$ cat config.mk
export PLATFORM = sky130hd
export DESIGN_NAME = npc_ras_unit
export DESIGN_NICKNAME = d
export VERILOG_FILES = /design/src/rtl/npc_ras_unit.sv
export SDC_FILE = /design/constraint.sdc
export NUM_CORES = 1
export LEC_CHECK = 0
export ABC_CLOCK_PERIOD_IN_PS = 6500
export BUFFER_PORTS_ARGS = -buffer_cell sky130_fd_sc_hd__clkbuf_2
export CAP_MARGIN = 20
export CORE_MARGIN = 3
export CORE_UTILIZATION = 31
export DETAILED_ROUTE_END_ITERATION = 8
export SETUP_SLACK_MARGIN = 0.3
export SLEW_MARGIN = 20
export SYNTH_ARGS = -nofsm -noshare
export SYNTH_HDL_FRONTEND = slang
export SYNTH_SLANG_ARGS = --single-unit
$ cat constraint.sdc
create_clock -name clk -period 6.5 [get_ports clk]
set_input_delay 0.65 -clock clk [delete_from_list [all_inputs] [get_ports clk]]
set_output_delay 0.65 -clock clk [all_outputs]
set_load 0.005 [all_outputs]
$ cat src/rtl/npc_ras_unit.sv
// Next-PC unit for the 5-stage MIPS pipeline: owns F_PC/D_PC, resolves D-stage
// redirects, exceptions/eret, and predicts jr $ra targets from a circular RAS.
module npc_ras_unit #(
  parameter logic [31:0] RESET_PC   = 32'h0000_3000,
  parameter logic [31:0] HANDLER_PC = 32'h0000_4180,
  parameter int          RAS_DEPTH  = 4
) (
  input  logic        clk,
  input  logic        reset_n,
  input  logic        stall,
  input  logic        D_valid,
  input  logic [2:0]  D_ctrl,
  input  logic        D_cond,
  input  logic [25:0] D_imm,
  input  logic [31:0] D_rd1,
  input  logic        D_rd1_ready,
  input  logic        D_rs_is_ra,
  input  logic [31:0] E_rs_val,
  input  logic        exc_req,
  input  logic        eret_req,
  input  logic [31:0] epc,
  output logic [31:0] F_PC,
  output logic [31:0] D_PC8,
  output logic        D_bd,
  output logic        flush_F,
  output logic        jr_stall
);
  localparam int PW = $clog2(RAS_DEPTH);
  localparam int CW = PW + 1;

  localparam logic [2:0] C_BR   = 3'd1;
  localparam logic [2:0] C_J    = 3'd2;
  localparam logic [2:0] C_JAL  = 3'd3;
  localparam logic [2:0] C_JR   = 3'd4;
  localparam logic [2:0] C_JALR = 3'd5;

  logic [31:0] f_pc_q, f_pc_d;
  logic [31:0] d_pc_q, d_pc_d;
  logic        d_bd_q, d_bd_d;
  logic        spec_q, spec_d;
  logic [31:0] spec_tgt_q, spec_tgt_d;
  logic [RAS_DEPTH-1:0][31:0] ras_q, ras_d;
  logic [PW-1:0] ptr_q, ptr_d;
  logic [CW-1:0] cnt_q, cnt_d;

  logic [PW-1:0] top_idx;
  logic [31:0]   ras_top, link, br_tgt, j_tgt, jr_tgt;
  logic          is_br, is_jmp, is_jal, is_jr, is_jalr, is_ctl;
  logic          ras_nonempty, d_fire, mispredict, exc_any, hold, push, pop;

  assign is_br   = (D_ctrl == C_BR);
  assign is_jmp  = (D_ctrl == C_J) | (D_ctrl == C_JAL);
  assign is_jal  = (D_ctrl == C_JAL);
  assign is_jr   = (D_ctrl == C_JR);
  assign is_jalr = (D_ctrl == C_JALR);
  assign is_ctl  = is_br | is_jmp | is_jr | is_jalr;

  // ptr_q is the next write slot; the top of stack sits just below it
  assign top_idx      = ptr_q - PW'(1);
  assign ras_top      = ras_q[top_idx];
  assign ras_nonempty = (cnt_q != '0);

  // Only a plain jr $ra can ride a prediction; jalr always waits for rs
  assign jr_stall   = D_valid & (is_jr | is_jalr) & ~D_rd1_ready
                    & ~(D_rs_is_ra & ras_nonempty & is_jr);
  assign exc_any    = exc_req | eret_req;
  assign d_fire     = D_valid & ~stall & ~jr_stall & ~exc_any;
  assign mispredict = spec_q & (E_rs_val != spec_tgt_q);
  assign flush_F    = mispredict & ~exc_any;
  assign hold       = ~exc_any & ~mispredict & (stall | jr_stall);

  assign link   = d_pc_q + 32'd8;
  assign br_tgt = f_pc_q + {{14{D_imm[15]}}, D_imm[15:0], 2'b00};
  assign j_tgt  = {d_pc_q[31:28], D_imm, 2'b00};
  assign jr_tgt = D_rd1_ready ? D_rd1 : ras_top;

  assign F_PC  = f_pc_q;
  assign D_PC8 = link;
  assign D_bd  = d_bd_q;

  always_comb begin
    f_pc_d = f_pc_q + 32'd4;
    if (exc_req)         f_pc_d = HANDLER_PC;
    else if (eret_req)   f_pc_d = epc;
    else if (mispredict) f_pc_d = E_rs_val;
    else if (hold)       f_pc_d = f_pc_q;
    else if (d_fire) begin
      if (is_br && D_cond)        f_pc_d = br_tgt;
      else if (is_jmp)            f_pc_d = j_tgt;
      else if (is_jr || is_jalr)  f_pc_d = jr_tgt;
    end
  end

  always_comb begin
    d_pc_d     = hold ? d_pc_q : f_pc_q;
    d_bd_d     = hold ? d_bd_q : (d_fire & is_ctl);
    spec_d     = d_fire & is_jr & ~D_rd1_ready;
    spec_tgt_d = spec_d ? ras_top : spec_tgt_q;
  end

  // jalr $ra pops then pushes, which nets out to overwriting the top entry
  always_comb begin
    ras_d = ras_q;
    ptr_d = ptr_q;
    cnt_d = cnt_q;
    push  = d_fire & (is_jal | is_jalr);
    pop   = d_fire & (is_jr | is_jalr) & D_rs_is_ra & ras_nonempty;
    if (push && pop) begin
      ras_d[top_idx] = link;
    end else if (push) begin
      ras_d[ptr_q] = link;
      ptr_d        = ptr_q + PW'(1);
      if (cnt_q != CW'(RAS_DEPTH)) cnt_d = cnt_q + CW'(1);
    end else if (pop) begin
      ptr_d = ptr_q - PW'(1);
      cnt_d = cnt_q - CW'(1);
    end
  end

  always_ff @(posedge clk or negedge reset_n) begin
    if (!reset_n) begin
      f_pc_q     <= RESET_PC;
      d_pc_q     <= RESET_PC - 32'd4;
      d_bd_q     <= 1'b0;
      spec_q     <= 1'b0;
      spec_tgt_q <= '0;
      ras_q      <= '0;
      ptr_q      <= '0;
      cnt_q      <= '0;
    end else begin
      f_pc_q     <= f_pc_d;
      d_pc_q     <= d_pc_d;
      d_bd_q     <= d_bd_d;
      spec_q     <= spec_d;
      spec_tgt_q <= spec_tgt_d;
      ras_q      <= ras_d;
      ptr_q      <= ptr_d;
      cnt_q      <= cnt_d;
    end
  end

endmodule

== Word level (Yosys, flattened, before mapping) ==
Index checks and enable logic that the tools add are counted.

* Bits in registers: 231
* Latch bits: 0
* RAM bits: 0
* ROM bits: 0
* Input bits: 134
* Output and inout bits: 67
* Logic and storage cells: 99
* Memories: 0

* $add $sub $neg: 7
* $mul: 0
* Divide/modulo/power cells: 0
* Magnitude comparators: 4
* Equal/unequal tests: 9
* Shift operators: 0
* Multiplexer cells: 24
* Bitwise gates (word level): 34
* Reductions and logical operators: 10

{| class="wikitable"
|+ Operators with widths
! kind !! count
|-
| $mux W32 || 12
|-
| $bwmux W128 || 2
|-
| $mux W128 || 2
|-
| $demux W32 S2 || 2
|-
| $bmux W32 S2 || 1
|-
| $add A32 B3 Y32 const B || 1
|-
| $add A32 B32 Y32 || 1
|-
| $add A32 B4 Y32 const B || 1
|-
| $ne A32 B32 Y1 || 1
|-
| $and A1 B1 Y1 || 19
|-
| $mux W3 || 3
|-
| $or A1 B1 Y1 || 8
|-
| $not A1 Y1 || 7
|-
| $eq A3 B2 Y1 const B || 2
|-
| $eq A3 B3 Y1 const B || 2
|-
| $lt A2 B3 Y1 const B || 2
|-
| $ge A2 B1 Y1 const B || 2
|-
| $logic_and A1 B1 Y1 || 4
|-
| $mux W2 || 2
|-
| $ne A4 B4 Y1 const B || 1
|-
| $reduce_bool A2 Y1 || 2
|-
| $add A3 B1 Y3 const B || 1
|-
| $eq A3 B1 Y1 const B || 1
|-
| $ne A3 B3 Y1 const B || 1
|-
| 8 further kinds || 8
|}

== Longest topological paths before layout ==
Gate-level depths: netlist of the first run.

* Word-level depth: 14
* Depth in mapped cells: 15
* Gate-level depth less buffers: 11

== Worst setup path before layout of the first run ==
No wires, ideal clock.

* Path type: input port to flip-flop
* Start point: input port eret_req
* End point: register ras_q[100] (netlist name)
* Library setup time: 0.125 ns
* Data arrival time: 3.241 ns
* Data required time: 6.375 ns
* Setup slack: 3.135 ns
* Stages on the path: 14
* Buffers on the path: 5
* Cell sequence: buf_6 -> or2_1 -> buf_2 -> nor3b_4 -> o31ai_4 -> clkbuf_1 -> or3_1 -> inv_1 -> ha_1 -> buf_1 -> mux2i_1 -> nor2_1 -> buf_2 -> mux2_2

* Longest elaborated chain between the ends: 8
* Elaborated cells between the ends (all ways): 10
* Classes of those cells: mux: 1; bitwise: 7; reduce/logical: 2

{| class="wikitable"
|+ RTL lines
! element !! line !! source
|-
| from (decl) || 20 || <nowiki>input logic eret_req,</nowiki>
|-
| $or A1 B1 Y1 (*) || 66 || <nowiki>assign exc_any = exc_req | eret_req;</nowiki>
|-
| $not A1 Y1 (*) || 67 || <nowiki>assign d_fire = D_valid & ~stall & ~jr_stall & ~exc_any;</nowiki>
|-
| $and A1 B1 Y1 (*) || 67 ||
|-
| $and A1 B1 Y1 (3 in series) || 107 || <nowiki>pop = d_fire & (is_jr | is_jalr) & D_rs_is_ra & ras_nonempty;</nowiki>
|-
| $logic_and A1 B1 Y1 || 108 || <nowiki>if (push && pop) begin</nowiki>
|-
| $mux W128 / $reduce_bool A2 Y1 (equally long branches) || n/a ||
|-
| to (signal assigned) || 136 || <nowiki>ras_q <= ras_d;</nowiki>
|-
| to (decl) || 42 || <nowiki>logic [RAS_DEPTH-1:0][31:0] ras_q, ras_d;</nowiki>
|}

Mark *: on every way between the ends. The rest lies on a longest branch, timed or not.
A chain may end at the register's enable or synchronous reset.

== Final worst setup path of the first run ==
* Start point: register cnt_q[1]
* End point: register ras_q[92] (netlist name)

* Longest elaborated chain between the ends: 13
* Elaborated cells between the ends (all ways): 15
* Classes of those cells: mux: 1; bitwise: 11; reduce/logical: 3

{| class="wikitable"
|+ RTL lines
! element !! line !! source
|-
| from (decl) || 44 || <nowiki>logic [CW-1:0] cnt_q, cnt_d;</nowiki>
|-
| from (signal assigned) || 138 || <nowiki>cnt_q <= cnt_d;</nowiki>
|-
| $reduce_bool A3 Y1 (*) || 61 || <nowiki>assign ras_nonempty = (cnt_q != '0);</nowiki>
|-
| $and A1 B1 Y1 (2 in series) || 65 || <nowiki>& ~(D_rs_is_ra & ras_nonempty & is_jr);</nowiki>
|-
| $not A1 Y1 || 65 ||
|-
| $and A1 B1 Y1 || 65 ||
|-
| $not A1 Y1 || 67 ||
|-
| $and A1 B1 Y1 (2 in series) || 67 ||
|-
| $and A1 B1 Y1 (3 in series) || 107 ||
|-
| $logic_and A1 B1 Y1 || 108 ||
|-
| $mux W128 / $reduce_bool A2 Y1 (equally long branches) || n/a ||
|}

Marks and branches as above.

==> impl_metrics.csv, run 1 <==
group,metric,value,unit
detailed_routing,remaining_drc_errors,0,
layout,antenna-diode-count,0,
critical_path,critPathKind,"reg2reg",
place,place_area,16200,um^2
power_and_ir_drop,p_seq_share,39.9,%
clock_tree,cts_setup_buffers,0,
clock_tree,numCtsBuffers,25,
clock_tree,cts_resized,0,
power_and_ir_drop,pwr-share-clk,30.1,%
timing,fin_crit_sh,68.3,%
critical_path,cp_slowest_cell,"o31ai_4",
detailed_routing,routed_via_density,5.60,
critical_path,cp_data_arrival_time,4900,ps
clock_tree,clkTransAtPathRegs,60,ps
layout,fill_cells,4648,
logic_synthesis,synth_area,14600,um^2
place,port_buffers,200,
power_and_ir_drop,p_int,3.02,mW
grt,grt_max_degree,121,
logic_synthesis,ys_ff_latch,231,
die,row_count,78,
critical_path,cp-start-kind,"flop",
critical_path,cp_top_family,"compound AO/OA/AOI/OAI gates",
clock_tree,cts.sinks,231,
clock_tree,cts_htree_levels,1,
die,die_h,223,um
detailed_routing,met3WireLength,4.11,mm
detailed_routing,routedWlPerCell,23.1,um
layout,layout-drive-gt1-share,21.6,%
timing,period_minus_slack,4440,ps
detailed_routing,drtIter0Drc,1161,
timing,worst_pin_slew,1130,ps
power_and_ir_drop,p_leak,7.86,nW
place,place.gp.congestion,0.955,
power_and_ir_drop,p_sw,1.60,mW
logic_synthesis,yosys-top-cells-count,"236 x nand2_1, 218 x dfrtp_1, 189 x a21oi_1, 171 x nor2_1, 60 x xnor2_1",
flow_run,cap_violations,0,
logic_synthesis,async_reset_ff_share,100,%
critical_path,cp.required,6950,ps
critical_path,crit_top_cell,"nor2_1",
critical_path,crit_path_end_kind,"flop",
logic_synthesis,yosysTopAreaCellShare,37.4,%
critical_path,cpPeakStageDelay,780,ps
logic_synthesis,synth.most_common_cell,"nand2_1",
die,die_width,223,um
logic_synthesis,yosysUniqueCellTypes,69,
clock_tree,ctsLongestPathBuffers,3,
timing,tns,0,ps
logic_synthesis,synth_fp_nets,1786,
critical_path,cp_cell_sequence,"o31ai_1 -> nor2_1 -> o31ai_4 -> a21oi_2 -> nand2_1 -> inv_1 -> ha_1 -> mux2i_1 -> nor2_4 -> buf_4 -> nor2_1 -> a21oi_1",
power_and_ir_drop,ir_drop,0.197,mV
min_path,hp-class,"in2async",
status,status,"completed",
die,boundaryPins,201,
grt,antenna_found_initial,0,
clock_tree,cts_tree,"yes",
die,dieArea,49700,um^2
layout,stdcell_count,2388,
detailed_routing,drtAntennaViolNets,0,
grt,grt_pass1_wl,83.0,mm
timing,finalClockSkew,14.3,ps
timing,timing.fmax,225,MHz
logic_synthesis,ys_warn_count,0,
timing,report.final.setup_viol,0,
logic_synthesis,synth_top_cell_by_area,"dfrtp_1",
timing,max_slew_margin,24.3,%
critical_path,crit_fanout,35,
clock_tree,clk-insertion-delay-late,530,ps
logic_synthesis,syn_inst,1613,
clock_tree,clockRootBuffer,"clkbuf_16",
grt,grt_usage,21.5,%
layout,design_area,16900,um^2
layout,fin_nets,1944,
grt,grt_overflow,0,
logic_synthesis,ys.flop_type,"dfrtp_1",
detailed_routing,wl_met2,25.7,mm
detailed_routing,drt_first_pass_iters,5,
critical_path,cp_num_buf_inv,2,
timing,rsz0062_at_grt,"false",
place,dp_hpwl,42.3,mm
critical_path,rrSetupSlack,2060,ps
power_and_ir_drop,sw_frac_of_total,34.6,%
timing,hold_violations,0,
logic_synthesis,synth.area.top_cells,"dfrtp_1 37%, a21oi_1 6.5%, nand2_1 6.1%",
die,start_util,31.7,%
power_and_ir_drop,power.density,273,nW/um^2
die,core,46000,um^2
clock_tree,ctsHoldBuffers,0,
detailed_routing,met1_length,23.0,mm
logic_synthesis,synth_enable_flop_cells,0,
place,placed_cells,2344,
detailed_routing,highest-signal-layer,"met4",
detailed_routing,via_count,13400,
layout,area_growth,16.1,%
logic_synthesis,avgSynthCellArea,9.04,um^2
timing,drv_slew,0,
detailed_routing,routed_wl,55.2,mm
power_and_ir_drop,pwr-share-comb,29.9,%
logic_synthesis,ys_seq_area_share,39.7,%
grt,grt_pass1_vias,13200,
==> metal layers <==
layer	up-vias	global-route usage, %
met3	119	3.62
met5	-	0
met4	0	8.29
met1	6581	28.5
li1	6074	-
met2	595	35.3
==> cell families (layout without fill, tap and decap cells) <==
group / after synthesis / count (layout) / share of synthesized area, %
AND/OR/NAND/NOR: 572 / 572 / 17.2
AO/OA/AOI/OAI: 407 / 407 / 17.3
flip-flops: 231 / 231 / 39.7
buffers and inverters: 147 / 322 / 4.43
adder cells (fa/ha/maj): 39 / 39 / 3.45
multiplexers: 111 / 111 / 11.5
XOR/XNOR: 106 / 106 / 6.36
==> cell usage in the layout, fill, tap and decap left out, types with 17 or more instances in the layout <==
cell type / instances
a21o_1: 17
a21oi_1: 189
and3_1: 18
buf_4: 30
clkbuf_16: 25
clkbuf_2: 199
dfrtp_1: 217
ha_1: 37
inv_1: 48
mux2_2: 32
mux2_4: 27
mux2i_1: 21
mux4_2: 31
nand2_1: 236
nand3_1: 48
nand4_1: 25
nor2_1: 167
nor3_1: 20
o21ai_0: 56
xnor2_1: 60
xor2_1: 46
==> worst reg2reg max path: cells and delay by family, from the launching register on <==
kind | cells | cell delay [ps]
AOI/OAI and AO/OA | 4 | 1450
muxes | 1 | 190
buffers and inverters | 2 | 600
adders and majority gates | 1 | 340
and+or+nand+nor | 4 | 1370
DFF | 1 | 420
==> path summary, 6_finish.rpt <==
check | cells past startpoint | to | startpoint
min | 1 | ras_q[60] | reset_n
max | 12 | ras_q[92] | cnt_q[1]
min reg2reg | 2 | d_pc_q[10] | d_pc_q[10]
min in group clk | 2 | F_PC[26] | epc[26]
max reg2reg | 12 | ras_q[92] | cnt_q[1]
max in group asynchronous | 2 | ras_q[24] | reset_n
==> power groups by stage <==
| stage | Combinational, mW | Clock, mW | Sequential (mW) |
|---|---|---|---|
| floorplan | 0.920 | 0 | 1.80 |
| global placement | 1.35 | 0 | 1.85 |
| detailed placement | 1.37 | 0 | 1.86 |
| CTS | 1.38 | 1.41 | 1.84 |
| global route | 1.51 | 1.48 | 1.87 |
| finish | 1.38 | 1.39 | 1.85 |
==> state kept, by name (all words and copies together), names as in the netlist <==
signal	count
D_bd	1
cnt_q	3
ptr_q	2
spec_tgt_q	32
F_PC	32
d_pc_q	32
ras_q	128
spec_q	1
==> area by class of cell <==
class	instances	area, um^2	area share, %
multi-input combinational	1235	8190	48.4
tap	600	751	4.43
clock buffer	35	693	4.09
sequential	231	5800	34.2
clock inverter	9	83.8	0.495
inverter	48	180	1.06
timing repair buffer	230	1240	7.30
==> stage by stage <==
stage	utilization (%)	total power [mW]	hold slack (ps)	worst slack, ps
floorplan	-	2.72	354	3130
global placement	35.1	3.21	462	2100
detailed placement	35.1	3.23	464	1930
CTS	36.8	4.63	256	2140
global route	36.8	4.86	298	1740
finish	36.8	4.62	226	2060
(Power assumes the default switching activity.)
==> run 2: changes to the inputs <==
--- a/config.mk
+++ b/config.mk
@@ -5,7 +5,8 @@
 export SDC_FILE = /design/constraint.sdc
 export NUM_CORES = 1
 export LEC_CHECK = 0
-export ABC_CLOCK_PERIOD_IN_PS = 6500
+export ABC_AREA = 1
+export ABC_CLOCK_PERIOD_IN_PS = 3900
 export BUFFER_PORTS_ARGS = -buffer_cell sky130_fd_sc_hd__clkbuf_2
 export CAP_MARGIN = 20
 export CORE_MARGIN = 3
==> constraint.sdc (replaced) <==
create_clock -name clk -period 3.9 [get_ports clk]
set_input_delay 0.39 -clock clk [delete_from_list [all_inputs] [get_ports clk]]
set_output_delay 0.39 -clock clk [all_outputs]
set_load 0.005 [all_outputs]
==> run 2 against run 1 <==
Final area increased by 12%. Cell count increased by 40%. Global-route usage increased by 3.4 points. Total power increased by 95%. Highest routed layer is now met5. Critical path depth decreased by 4. Hold slack got worse by 110 ps. Non-clock buffer count increased by 14. First-iteration DRC count increased by 100%.
==> impl_metrics.csv, run 2 <==
group,metric,value,unit
status,status,"completed",
timing,worst_pin_slew,958,ps
timing,fin_crit_sh,90.7,%
min_path,hp-class,"in2reg",
detailed_routing,drtAntennaViolNets,0,
die,die_width,234,um
logic_synthesis,synth.most_common_cell,"nand2_1",
min_path,hold_start,"epc[4]",
logic_synthesis,synth-simple-area-share,36.7,%
min_path,hold_depth,3,
layout,area_growth,17.2,%
logic_synthesis,ys_ff_latch,231,
critical_path,critPathKind,"reg2out",
clock_tree,clk-insertion-delay-late,570,ps
place,place.gp.congestion,1.02,
timing,drv_slew,0,
layout,fin_nets,2825,
logic_synthesis,ys_warn_count,0,
logic_synthesis,async_reset_ff_share,100,%
min_path,hold_path_end,"F_PC[4]",
timing,timing.fmax,283,MHz
logic_synthesis,synth-xor-area-share,3.67,%
layout,final_cell_mix,"943 x nand2_1, 252 x inv_1, 217 x dfrtp_1",
grt,grt_usage,24.9,%
timing,hold_violations,0,
power_and_ir_drop,p_leak,9.74,nW
critical_path,cp-start-kind,"flop",
detailed_routing,drt_first_pass_iters,5,
logic_synthesis,synth_fp_nets,2654,
layout,fill_cells,5600,
die,boundaryPins,201,
detailed_routing,met3WireLength,8.21,mm
detailed_routing,routedWlPerCell,21.0,um
timing,period_minus_slack,3540,ps
timing,finalClockSkew,17.1,ps
detailed_routing,remaining_drc_errors,0,
layout,seq_area,5800,um^2
clock_tree,ctsLongestPathBuffers,3,
grt,grt_pass1_wl,102,mm
timing,tns,0,ps
detailed_routing,met1_length,32.7,mm
detailed_routing,wl_met2,27.9,mm
die,die_h,234,um
logic_synthesis,syn_inst,2481,
layout,final_core_util,36.8,%
die,core,51400,um^2
clock_tree,cts.sinks,231,
timing,max_slew_margin,36.1,%
power_and_ir_drop,power.total,9.01,mW
logic_synthesis,synth_compound_area_share,11.6,%
power_and_ir_drop,power.density,476,nW/um^2
logic_synthesis,avgSynthCellArea,6.51,um^2
power_and_ir_drop,ir_drop,0.326,mV
clock_tree,numCtsBuffers,27,
timing,timing.hold.ws,114,ps
timing,rsz0062_at_grt,"true",
logic_synthesis,ys.flop_type,"dfrtp_1",
place,dp_hpwl,54.8,mm
critical_path,cp.required,3510,ps
detailed_routing,drtIter0Drc,2356,
logic_synthesis,synth_top_family_by_area,"simple AND/OR/NAND/NOR gates",
grt,grt_overflow,0,
layout,multi_input_area,8960,um^2
critical_path,cp_data_arrival_time,3150,ps
logic_synthesis,synth.mux.area_fraction,0.0620,%
logic_synthesis,ys_seq_area_share,35.9,%
logic_synthesis,synth_enable_flop_cells,0,
critical_path,rrSetupSlack,640,ps
critical_path,crit_path_end_kind,"output pin",
critical_path,worstReg2RegStart,"cnt_q[0]",
detailed_routing,routed_via_density,5.17,
grt,grt_max_degree,89,
logic_synthesis,yosys-top-cells-count,"944 x nand2_1, 253 x inv_1, 218 x dfrtp_1, 202 x nor2_1, 182 x nand3_1",
timing,report.final.setup_viol,0,
clock_tree,cts_htree_levels,1,
logic_synthesis,yosysTopAreaCellShare,33.8,%
detailed_routing,highest-signal-layer,"met5",
clock_tree,cts_tree,"yes",
logic_synthesis,yosysUniqueCellTypes,53,
layout,final_common_cell,"nand2_1",
place,port_buffers,200,
logic_synthesis,synth.area.top_cells,"dfrtp_1 34%, nand2_1 22%, inv_1 5.9%",
grt,grt_pass1_vias,15800,
detailed_routing,via_count,17300,
critical_path,rr_worst_depth,15,
logic_synthesis,synth_area,16100,um^2
die,dieArea,54900,um^2
logic_synthesis,synth_fa_ha_area_share,3.11,%
critical_path,r2r-end,"ras_q[18]",
logic_synthesis,synth_top_cell_by_area,"dfrtp_1",
grt,antenna_found_initial,4,
die,row_count,83,
layout,layout-drive-gt1-share,13.5,%
clock_tree,clockRootBuffer,"clkbuf_16",
critical_path,crit_fanout,5,
flow_run,cap_violations,0,
layout,regMostFlops,"ras_q",
layout,largest_register_ffs,128,
detailed_routing,routed_wl,70.2,mm
clock_tree,clkTransAtPathRegs,60,ps
die,start_util,31.4,%
run 2: cell count changes after synthesis, moves of 19 or more:
cell     before  now
xnor2_1      60   31
o21ai_0      56  107
mux4_2       31    0
a21oi_1     189   72
mux2_4       27    0
nand2_1     236  944
mux2i_1      21    1
nand3_1      48  182
o21ai_1       0  138
buf_2        33   52
mux2_2       32    0
nor2_1      171  202
inv_1        48  253
run 2: power by group:
part	internal [mW]	switching, mW	leakage [nW]
sequential	2.67	0.288	3.07
combinational	0.973	2.34	6.21
clock	1.64	1.11	0.460
total	5.28	3.73	9.74
run 2: area by class of cell:
cell class,instances,area share (%)
Multi-Input combinational cell,1889,47.4
Sequential cell,231,30.6
Timing Repair Buffer,244,7.37
Inverter,259,5.16
Tap cell,680,4.50
Clock buffer,36,4.01
Clock inverter,11,0.952
Antenna cell,1,0.0132
run 2: cell families after synthesis:
| group | count (synthesis) |
|---|---|
| and+or+nand+nor | 1429 |
| buffers and inverters | 361 |
| AOI/OAI and AO/OA | 354 |
| DFF | 231 |
| xor gates and xnor gates | 66 |
| adders and majority gates | 39 |
| muxes | 1 |
run 2: repair_timing:
action | 4_1_cts | 5_1_grt
hold buffers | 1 | 0
resized for setup | 1 | 8
gates cloned | 0 | 0
endpoints found under the hold margin | 70 | 0
setup buffers | 0 | 1
pin swaps | 0 | 1
setup endpoints to repair | 1 | 6
run 2: through the flow:
step | worst slack [ps] | cell area [um^2] | std cells
final | 364 | 18900 | 3351
after detailed placement | 632 | 17900 | 3301
after global placement | 620 | 17900 | 3301
after CTS | 326 | 18900 | 3349
after floorplan | 1220 | 16100 | 2481
after global routing | 169 | 18900 | 3350
run 2: worst max-delay path by stage:
stage | startpoint | endpoint | slack [ps]
after global routing | d_pc_q[3] | D_PC8[25] | 170
after global placement | D_ctrl[0] | ras_q[18] | 620
final | d_pc_q[11] | D_PC8[26] | 360
after detailed placement | D_ctrl[0] | ras_q[18] | 630
after CTS | d_pc_q[3] | D_PC8[25] | 330
after floorplan | D_ctrl[0] | ras_q[81] | 1220
run 2: critical path, stage by stage, from the launching register on:
cell and delay, ps:
dfstp_2 610, nand2_1 170, nor3_2 260, nand4_1 220
nor3_1 440, nand2_1 130, xor2_1 500, inv_1 110
clkbuf_2 140
run 2: metal layers:
layer / global-route usage, % / up-vias
li1: - / 8197
met1: 38.6 / 8107
met2: 35.1 / 934
met3: 5.70 / 91
met4: 4.55 / 6
met5: 0 / -
